`config.mk`:
```
export PLATFORM = sky130hd
export DESIGN_NAME = invader_fleet_ctrl
export DESIGN_NICKNAME = d
export VERILOG_FILES = /design/src/rtl/invader_fleet_ctrl.sv
export SDC_FILE = /design/constraint.sdc
export NUM_CORES = 1
export LEC_CHECK = 0
export ABC_AREA = 1
export BUFFER_PORTS_ARGS = -buffer_cell sky130_fd_sc_hd__buf_4
export CORE_UTILIZATION = 36
export DETAILED_ROUTE_END_ITERATION = 6
export GPL_TIMING_DRIVEN = 0
export PLACE_DENSITY = 0.55
export RECOVER_POWER = 25
export REMOVE_ABC_BUFFERS = 1
export SYNTH_ARGS = -nofsm -noshare
export SYNTH_HDL_FRONTEND = slang
export SYNTH_SLANG_ARGS = --single-unit
```
`constraint.sdc`:
```
create_clock -name clk65MHz -period 26.4 [get_ports clk65MHz]
set_clock_uncertainty 0.05 [all_clocks]
set_input_delay 2.64 -clock clk65MHz [delete_from_list [all_inputs] [get_ports clk65MHz]]
set_output_delay 2.64 -clock clk65MHz [all_outputs]
set_load 0.05 [all_outputs]
```
`src/rtl/invader_fleet_ctrl.sv`:
```
`default_nettype none
// +----------------------------------------------------------------------------+
// | Module      : invader_fleet_ctrl                                           |
// | Description : Invader row controller. Marches the row, detects bullet hits, |
// |               and flags level-clear / game-over.                           |
// | Revision    : 1.0 - initial release                                        |
// +----------------------------------------------------------------------------+
module invader_fleet_ctrl #(
  parameter int NUM_INVADERS   = 10,
  parameter int Y_INIT         = 100,
  parameter int INVADER_WIDTH  = 64,
  parameter int INVADER_HEIGHT = 48,
  parameter int STEP_X         = 8,
  parameter int STEP_Y         = 16,
  parameter int MOVE_PERIOD    = 30,
  parameter int MIN_PERIOD     = 4,
  parameter int LEFT_LIMIT     = 16,
  parameter int RIGHT_LIMIT    = 1008,
  parameter int BOTTOM_LIMIT   = 700
) (
  input  logic                               clk65MHz,
  input  logic                               rst,
  input  logic                               frame_tick,
  input  logic                               restart,
  input  logic [NUM_INVADERS-1:0][11:0]      invader_x_positions,
  input  logic [11:0]                        bullet_x,
  input  logic [11:0]                        bullet_y,
  input  logic                               bullet_active,
  output logic [9:0]                         xpos,
  output logic [9:0]                         ypos,
  output logic [NUM_INVADERS-1:0]            invader_enable,
  output logic                               bullet_hit,
  output logic [3:0]                         hit_index,
  output logic                               all_destroyed,
  output logic                               game_over
);

  localparam int                 c_CNT_W       = 16;
  localparam logic [12:0]        c_W13         = 13'(INVADER_WIDTH);
  localparam logic [12:0]        c_H13         = 13'(INVADER_HEIGHT);
  localparam logic [12:0]        c_Y_INIT13    = 13'(Y_INIT);
  localparam logic [12:0]        c_STEP_X13    = 13'(STEP_X);
  localparam logic [12:0]        c_LEFT13      = 13'(LEFT_LIMIT);
  localparam logic [12:0]        c_RIGHT13     = 13'(RIGHT_LIMIT);
  localparam logic [12:0]        c_BOTTOM13    = 13'(BOTTOM_LIMIT);
  localparam logic [9:0]         c_STEP_X10    = 10'(STEP_X);
  localparam logic [10:0]        c_STEP_Y11    = 11'(STEP_Y);
  localparam logic [c_CNT_W-1:0] c_MOVE_PERIOD = c_CNT_W'(MOVE_PERIOD);
  localparam logic [c_CNT_W-1:0] c_MIN_PERIOD  = c_CNT_W'(MIN_PERIOD);

  typedef enum logic [2:0] {
    S_WAIT      = 3'd0,
    S_EVAL      = 3'd1,
    S_STEP_H    = 3'd2,
    S_STEP_DOWN = 3'd3,
    S_HALT      = 3'd4
  } state_t;

  state_t                    r_state;
  logic [c_CNT_W-1:0]        r_frame_cnt;
  logic                      r_dir_right;
  logic                      r_armed;
  logic [9:0]                r_xpos;
  logic [9:0]                r_ypos;
  logic [NUM_INVADERS-1:0]   r_enable;
  logic                      r_bullet_hit;
  logic [3:0]                r_hit_index;
  logic                      r_all_destroyed;
  logic                      r_game_over;

  state_t                    w_state_nxt;
  logic [c_CNT_W-1:0]        w_cnt_nxt;
  logic [9:0]                w_xpos_nxt;
  logic [9:0]                w_ypos_nxt;
  logic                      w_dir_nxt;
  logic [10:0]               w_y_sum;
  logic [c_CNT_W-1:0]        w_dead_cnt;
  logic [c_CNT_W-1:0]        w_period;
  logic [12:0]               w_lmin;
  logic [12:0]               w_rmax;
  logic [12:0]               w_row_top;
  logic [12:0]               w_row_bot;
  logic [12:0]               w_bx;
  logic [12:0]               w_by;
  logic                      w_in_row;
  logic [NUM_INVADERS-1:0]   w_hit_vec;
  logic [NUM_INVADERS-1:0]   w_kill_onehot;
  logic                      w_hit_any;
  logic [3:0]                w_hit_idx;
  logic                      w_none_alive;
  logic                      w_bottom_reached;

  always_comb begin
    w_dead_cnt = '0;
    for (int i = 0; i < NUM_INVADERS; i++) begin
      w_dead_cnt = w_dead_cnt + {{(c_CNT_W-1){1'b0}}, ~r_enable[i]};
    end
  end

  assign w_period = (w_dead_cnt + c_MIN_PERIOD >= c_MOVE_PERIOD) ? c_MIN_PERIOD
                                                                 : c_MOVE_PERIOD - w_dead_cnt;

  // Row extent over live invaders only; dead sprites must not hold the row back.
  always_comb begin
    w_lmin = 13'h1FFF;
    w_rmax = '0;
    for (int i = 0; i < NUM_INVADERS; i++) begin
      if (r_enable[i]) begin
        if ({1'b0, invader_x_positions[i]} < w_lmin) begin
          w_lmin = {1'b0, invader_x_positions[i]};
        end
        if ({1'b0, invader_x_positions[i]} + c_W13 > w_rmax) begin
          w_rmax = {1'b0, invader_x_positions[i]} + c_W13;
        end
      end
    end
  end

  assign w_row_top        = c_Y_INIT13 + {3'b000, r_ypos};
  assign w_row_bot        = w_row_top + c_H13;
  assign w_bx             = {1'b0, bullet_x};
  assign w_by             = {1'b0, bullet_y};
  assign w_in_row         = (w_by >= w_row_top) && (w_by < w_row_bot);
  assign w_none_alive     = (r_enable == '0);
  assign w_bottom_reached = (w_row_bot >= c_BOTTOM13);

  for (genvar gi = 0; gi < NUM_INVADERS; gi++) begin : g_hit
    logic [12:0] w_x_lo;
    assign w_x_lo        = {1'b0, invader_x_positions[gi]};
    assign w_hit_vec[gi] = bullet_active & r_armed & r_enable[gi] & w_in_row &
                           (w_bx >= w_x_lo) & (w_bx < w_x_lo + c_W13);
  end

  // Scanning downwards leaves the lowest matching index as the winner.
  always_comb begin
    w_hit_any     = 1'b0;
    w_hit_idx     = '0;
    w_kill_onehot = '0;
    for (int i = NUM_INVADERS - 1; i >= 0; i--) begin
      if (w_hit_vec[i]) begin
        w_hit_any        = 1'b1;
        w_hit_idx        = 4'(i);
        w_kill_onehot    = '0;
        w_kill_onehot[i] = 1'b1;
      end
    end
  end

  assign w_y_sum = {1'b0, r_ypos} + c_STEP_Y11;

  always_comb begin
    w_state_nxt = r_state;
    w_cnt_nxt   = r_frame_cnt;
    w_xpos_nxt  = r_xpos;
    w_ypos_nxt  = r_ypos;
    w_dir_nxt   = r_dir_right;
    case (r_state)
      S_WAIT: begin
        if (frame_tick) begin
          if (r_frame_cnt + 1'b1 >= w_period) begin
            w_cnt_nxt   = '0;
            w_state_nxt = S_EVAL;
          end else begin
            w_cnt_nxt = r_frame_cnt + 1'b1;
          end
        end
      end
      // The offset register updates on the EVAL edge; the STEP states only mark it.
      S_EVAL: begin
        if (r_dir_right) begin
          w_state_nxt = (w_rmax + c_STEP_X13 > c_RIGHT13) ? S_STEP_DOWN : S_STEP_H;
        end else begin
          w_state_nxt = ((w_lmin < c_LEFT13 + c_STEP_X13) || (r_xpos < c_STEP_X10))
                        ? S_STEP_DOWN : S_STEP_H;
        end
        if (w_state_nxt == S_STEP_H) begin
          w_xpos_nxt = r_dir_right ? r_xpos + c_STEP_X10 : r_xpos - c_STEP_X10;
        end else begin
          w_ypos_nxt = w_y_sum[10] ? 10'h3FF : w_y_sum[9:0];
          w_dir_nxt  = ~r_dir_right;
        end
      end
      S_STEP_H, S_STEP_DOWN: w_state_nxt = S_WAIT;
      S_HALT:                w_state_nxt = S_HALT;
      default:               w_state_nxt = S_WAIT;
    endcase
    // An empty mask also halts so EVAL never sees an empty row.
    if (r_all_destroyed || r_game_over || w_none_alive) begin
      w_state_nxt = S_HALT;
      w_cnt_nxt   = r_frame_cnt;
      w_xpos_nxt  = r_xpos;
      w_ypos_nxt  = r_ypos;
      w_dir_nxt   = r_dir_right;
    end
  end

  always_ff @(posedge clk65MHz) begin
    if (rst || restart) begin
      r_state         <= S_WAIT;
      r_frame_cnt     <= '0;
      r_dir_right     <= 1'b1;
      r_armed         <= 1'b1;
      r_xpos          <= '0;
      r_ypos          <= '0;
      r_enable        <= '1;
      r_bullet_hit    <= 1'b0;
      r_hit_index     <= '0;
      r_all_destroyed <= 1'b0;
      r_game_over     <= 1'b0;
    end else begin
      r_state      <= w_state_nxt;
      r_frame_cnt  <= w_cnt_nxt;
      r_dir_right  <= w_dir_nxt;
      r_xpos       <= w_xpos_nxt;
      r_ypos       <= w_ypos_nxt;
      r_bullet_hit <= w_hit_any;
      if (w_hit_any) begin
        r_enable    <= r_enable & ~w_kill_onehot;
        r_hit_index <= w_hit_idx;
        r_armed     <= 1'b0;
      end else if (!bullet_active) begin
        r_armed <= 1'b1;
      end
      if (w_none_alive) begin
        r_all_destroyed <= 1'b1;
      end
      if (w_bottom_reached) begin
        r_game_over <= 1'b1;
      end
    end
  end

  assign xpos           = r_xpos;
  assign ypos           = r_ypos;
  assign invader_enable = r_enable;
  assign bullet_hit     = r_bullet_hit;
  assign hit_index      = r_hit_index;
  assign all_destroyed  = r_all_destroyed;
  assign game_over      = r_game_over;

endmodule
`default_nettype wire
```
# Yosys cells after proc, flatten, opt, wreduce, memory -nomap -nowiden
# Index checks and enable logic that the tools add are counted.
dict set report word_totals {
  ff_bits 58
  input_bits 149
  output_inout_bits 37
  wordCells 249
}
dict set report op_classes {
  addsub 28
  order_cmp 48
  n_eq_ne 8
  mux 84
  n_bitwise 56
  n_reduce_logical 13
}
# operator count
set op_table {}
lappend op_table {{13-bit two-way mux} 40}
lappend op_table {{12-bit by 13-bit < comparator with 1-bit output} 19}
lappend op_table {{12-bit by 7-bit adder with 13-bit output, second input constant} 10}
lappend op_table {{12-bit >= comparator} 10}
lappend op_table {{10-bit two-way mux} 12}
lappend op_table {{13-bit > comparator} 9}
lappend op_table {{1-bit bitwise AND} 41}
lappend op_table {{4-bit two-way mux} 10}
lappend op_table {{16-bit two-way mux} 2}
lappend op_table {{16-bit by 1-bit adder with 16-bit output, second input constant} 1}
lappend op_table {{16-bit >= comparator} 1}
lappend op_table {{1-bit two-way mux} 15}
lappend op_table {{13-bit by 4-bit adder with 13-bit output, second input constant} 1}
lappend op_table {{13-bit by 1-bit > comparator with 1-bit output, second input constant} 1}
lappend op_table {{13-bit by 10-bit > comparator with 1-bit output, second input constant} 1}
lappend op_table {{12-bit by 13-bit < comparator with 1-bit output, second input constant} 1}
lappend op_table {{13-bit by 5-bit < comparator with 1-bit output, second input constant} 1}
lappend op_table {{1-bit inverter} 13}
lappend op_table {{11-bit by 6-bit adder with 12-bit output, second input constant} 1}
lappend op_table {{12-bit by 10-bit >= comparator with 1-bit output, second input constant} 1}
lappend op_table {{12-bit by 11-bit >= comparator with 1-bit output} 1}
lappend op_table {{12-bit < comparator} 1}
lappend op_table {{3-bit two-way mux} 4}
lappend op_table {{10-bit by 3-bit adder with 11-bit output, second input constant} 1}
lappend op_table {{32 further kinds} 40}

# Logic depth before layout (Yosys ltp)
dict set report depth {
  ltp_word 39
  depth_mapped 140
  mapped_depth_nobuf 132
}

# Least setup slack after synthesis
# Ideal clock, no wire load.
dict set report synth_timing {
  path_type {input to register}
  from {input invader_x_positions[6] (netlist name)}
  to {register r_xpos[9] (netlist: xpos[9])}
  setup_ps 132
  arrival_time_ps 19176
  t_required_ps 26218
  path_slack_ps 7042
  cell_stages 129
  cell_sequence {ha_1 nand2_1 nor2_1 inv_1 nor2_1 nor2_1 nand4_1 nand3_1 ha_1 nand2_1 nor2_1 nand4_1 o41ai_1 clkbuf_1 o21ai_0 ha_1 nand2_1 o21ai_0 [... 93 more ...] o21ai_0 o2111ai_1 nand3_1 inv_1 nand2_1 o21ai_0 inv_1 ha_1 inv_1 or2_2 a21oi_1 o21ai_0 o41ai_1 nand2_1 nand2_4 nand2_4 nand2_1 a21oi_1}
}
dict set report synth_via {
  elab_chain_len 38
  elab_cells_between_ends 71
}
# item line
set synth_rtl {}
lappend synth_rtl {{start: declaration} 25} ;# input logic [NUM_INVADERS-1:0][11:0] invader_x_positions,
lappend synth_rtl {{12-bit by 7-bit adder with 13-bit output} {112, 113}}
lappend synth_rtl {{13-bit by 1-bit > comparator with 1-bit output} 112} ;# if ({1'b0, invader_x_positions[i]} + c_W13 > w_rmax) begin
lappend synth_rtl {{13-bit two-way mux} 112}
lappend synth_rtl {{13-bit two-way mux} 108} ;# if (r_enable[i]) begin
lappend synth_rtl {{13-bit > comparator} 112}
lappend synth_rtl {{13-bit two-way mux} 112}
lappend synth_rtl {{13-bit two-way mux} 108}
lappend synth_rtl {{13-bit > comparator} 112}
lappend synth_rtl {{[... 22 more ...]} --}
lappend synth_rtl {{13-bit two-way mux} 108}
lappend synth_rtl {{13-bit by 4-bit adder with 13-bit output} 171} ;# w_state_nxt = (w_rmax + c_STEP_X13 > c_RIGHT13) ? S_STEP_DOWN : S_STEP_H;
lappend synth_rtl {{13-bit by 10-bit > comparator with 1-bit output} 171}
lappend synth_rtl {{1-bit two-way mux} 171}
lappend synth_rtl {{1-bit two-way mux *} 170} ;# if (r_dir_right) begin
lappend synth_rtl {{3-bit two-way mux *} 157} ;# case (r_state)
lappend synth_rtl {{3-bit by 2-bit == test with 1-bit output *} 176} ;# if (w_state_nxt == S_STEP_H) begin
lappend synth_rtl {{3-bit AND reduction (no source line) *} --}
lappend synth_rtl {{end signal: assignment} 214} ;# r_xpos <= w_xpos_nxt;
lappend synth_rtl {{end: declaration} 63} ;# logic [9:0] r_xpos;
# Every way passes the cells marked *; elsewhere a longest branch is shown, timed or not. The select of a mux whose other input is x is not followed.
# A chain may end at the register's enable or synchronous reset.

# Worst setup path in the final report
dict set report layout_timing {
  from {input invader_x_positions[6] (netlist name)}
  to {register r_xpos[6] (netlist: xpos[6])}
}
# The elaborated chain is that of the path after synthesis.

==> impl_metrics.py <==
metrics = {
    "die": {
        "die_h_microns": 215,
        "top_level_ports": 186,
        "start_util": 0.367,
        "rows": 77,
        "die_x_microns": 215,
        "dieArea_sq_um": 46100,
        "coreArea_sq_um": 44400,
    },
    "yosys": {
        "synth_top_cell_by_area": "ha_1",
        "synth_edf_count": 0,
        "ys.flop_type": "dfxtp_1",
        "synth.avg_cell_area_sq_um": 6.39,
        "yosysSeqAreaShare": 0.0639,
        "synth_area_leaders": "ha_1 34%, nand2_1 13%, o21ai_0 8.5%",
        "ys_types": 48,
        "synth-seq-cells": 52,
        "async_flop_share": 0,
        "netlist_area_sq_um": 16300,
        "synthCells": 2552,
        "synth_warnings": 0,
        "post-synth-top-area-fraction": 0.342,
    },
    "global_route": {
        "grt_pass1_wl_microns": 88200,
        "track_usage": 0.239,
        "first_global_vias": 16700,
        "grt_max_degree": 33,
        "overflow": 0,
        "antenna_found_initial": 0,
    },
    "timing": {
        "rsz0062_at_grt": "false",
        "fmax_ghz": 0.0419,
        "slew_violations": 0,
        "setup_viol": 0,
        "hold_violations": 0,
        "tightest_slew_ns": 1.39,
        "finalCritPeriodShare": 0.903,
        "slew_headroom": 0.0712,
        "tns_ns": 0,
        "layout_min_cycle_time_ns": 23.85,
    },
    "cells_and_area": {
        "layout_common_cells": "562 x nand2_1, 446 x ha_1, 366 x inv_1, 277 x o21ai_0, 216 x a21oi_1",
        "layout_commonest_cell": "nand2_1",
        "diodes": 0,
        "final_layout_size_suffix_gt1_frac": 0.0748,
        "final_nets": 3301,
        "syn2layout_area_growth_pct": 12.8,
    },
    "cts": {
        "root_buffer": "clkbuf_16",
        "cts_buffer_depth": 2,
        "cts_hold_buf": 0,
        "cts.htree.levels": 2,
        "clk_pin_slew_ns": 0.07,
        "cts_sinks": 52,
        "numCtsBuffers": 5,
        "cts_tree": "done",
        "insertion_delay_ns": 0.30,
    },
    "critical_path": {
        "rr_startpoint": "invader_enable[0]$_SDFFE_PP1N_",
        "cpMaxStageDelayCell": "o21ai_0",
        "slowest_delay_ns": 0.45,
        "crit_top_cell": "o21ai_0",
        "path_class": "input port to flop",
        "path_depth": 126,
        "cp-startpoint": "invader_x_positions[6]",
        "cp_top_family": "compound AO/OA/AOI/OAI gates",
        "ff2ff_path_depth": 124,
        "cp.arrival_ns": 23.94,
        "critPathRequiredTime_ns": 26.49,
        "worstPathMaxFanout": 24,
        "end_kind": "flop",
        "worst_setup_path_start_kind": "input port",
        "worst-path-buf-inv": 20,
    },
    "hold_path": {
        "hp-start": "hit_index[3]$_SDFFE_PP0N_",
        "holdPathStages": 2,
        "hp-class": "flop to flop",
    },
    "run": {
        "max_cap_violations": 0,
    },
    "route": {
        "vias_per_cell": 5.33,
        "ant_nets": 0,
        "first_pass_iters": 5,
        "wl_microns": 56500,
        "vias": 17600,
        "first_iter_violations": 956,
        "post-route-drc-count": 0,
        "wl_per_cell_microns": 17.2,
    },
    "placement": {
        "dpl.hpwl_microns": 46900,
        "io_buffers": 182,
        "place.gp.congestion": 0.928,
    },
    "status": {
        "status": "completed",
    },
}
cell usage after synthesis, types with 11 or more instances:
cell type	n
nand2_1	562
ha_1	446
inv_1	366
o21ai_0	277
a21oi_1	216
nor2_1	173
nand3_1	94
xor2_1	60
nand4_1	54
dfxtp_1	52
nor3_1	32
clkbuf_1	23
a211oi_1	21
o21a_1	20
o21bai_1	12
a2111oi_0	11
buf_2	11
tightest hold or removal path, cell delays in order, from the launching register on:
cell and delay, ns:
dfxtp_1 0.31, nand2_1 0.06, a21oi_1 0.05
worst paths after layout:
check / endpoint / slack, ns
max: xpos[6]$_SDFFE_PP0P_ / 2.55
max reg2reg: xpos[6]$_SDFFE_PP0P_ / 4.21
min reg2reg: hit_index[3]$_SDFFE_PP0N_ / 0.41
min: hit_index[3]$_SDFFE_PP0N_ / 0.41
registers in the layout, indices dropped and copies added (netlist names):
register	count
hit_index	4
r_dir_right	1
r_state	3
xpos	7
ypos	7
bullet_hit	1
game_over	1
r_armed	1
all_destroyed	1
r_frame_cnt	16
invader_enable	10
layer usage:
layer	up-vias	part of all wire	global-route usage
met3	41	0.044	0.0154
met1	8139	0.47	0.320
li1	9004	-	-
met4	0	0.015	0.0429
met2	375	0.47	0.421
met5	-	0	0
logic make-up (layout without fill, tap and decap cells):
logic type                 Yosys count  in the layout  synth area share
buffers and inverters              418            565            0.0989
xor gates and xnor gates            64             64            0.0344
other                                2              4          0.000461
and+or+nand+nor                    955            955             0.246
AOI/OAI and AO/OA                  608            608             0.206
DFF                                 52             52            0.0639
adders and majority gates          452            452             0.350
muxes                                1              1          0.000614
what timing repair did:
item | 4_1_cts | 5_1_grt
setup endpoints to repair | 0 | 14
gates resized for setup | 0 | 2
hold endpoints to repair | 0 | 0
setup buffers | 0 | 0
cell type report:
type	count	area, sq um
Tap cell	592	741
Fill cell	4734	26000
Timing Repair Buffer	188	1340
Inverter	369	1390
Clock buffer	5	125
Sequential cell	52	1040
Multi-Input combinational cell	2084	13700
Clock inverter	3	46.3
metrics by stage:
stage	hold slack (ns)	cell area (sq um)	setup slack [ns]	util	std cells
6_report	0.415	18400	2.55	0.414	3293
5_1_grt	0.435	18400	0.230	0.414	3293
2_1_floorplan	0.398	16100	2.00	-	2505
3_3_place_gp	0.403	18200	-5.66	0.410	3279
3_5_place_dp	0.408	18300	2.22	0.412	3285
4_1_cts	0.419	18500	2.42	0.415	3293
Power is not shown: default switching activity piles up to over one toggle a cycle in this logic, so the estimate is an artifact.
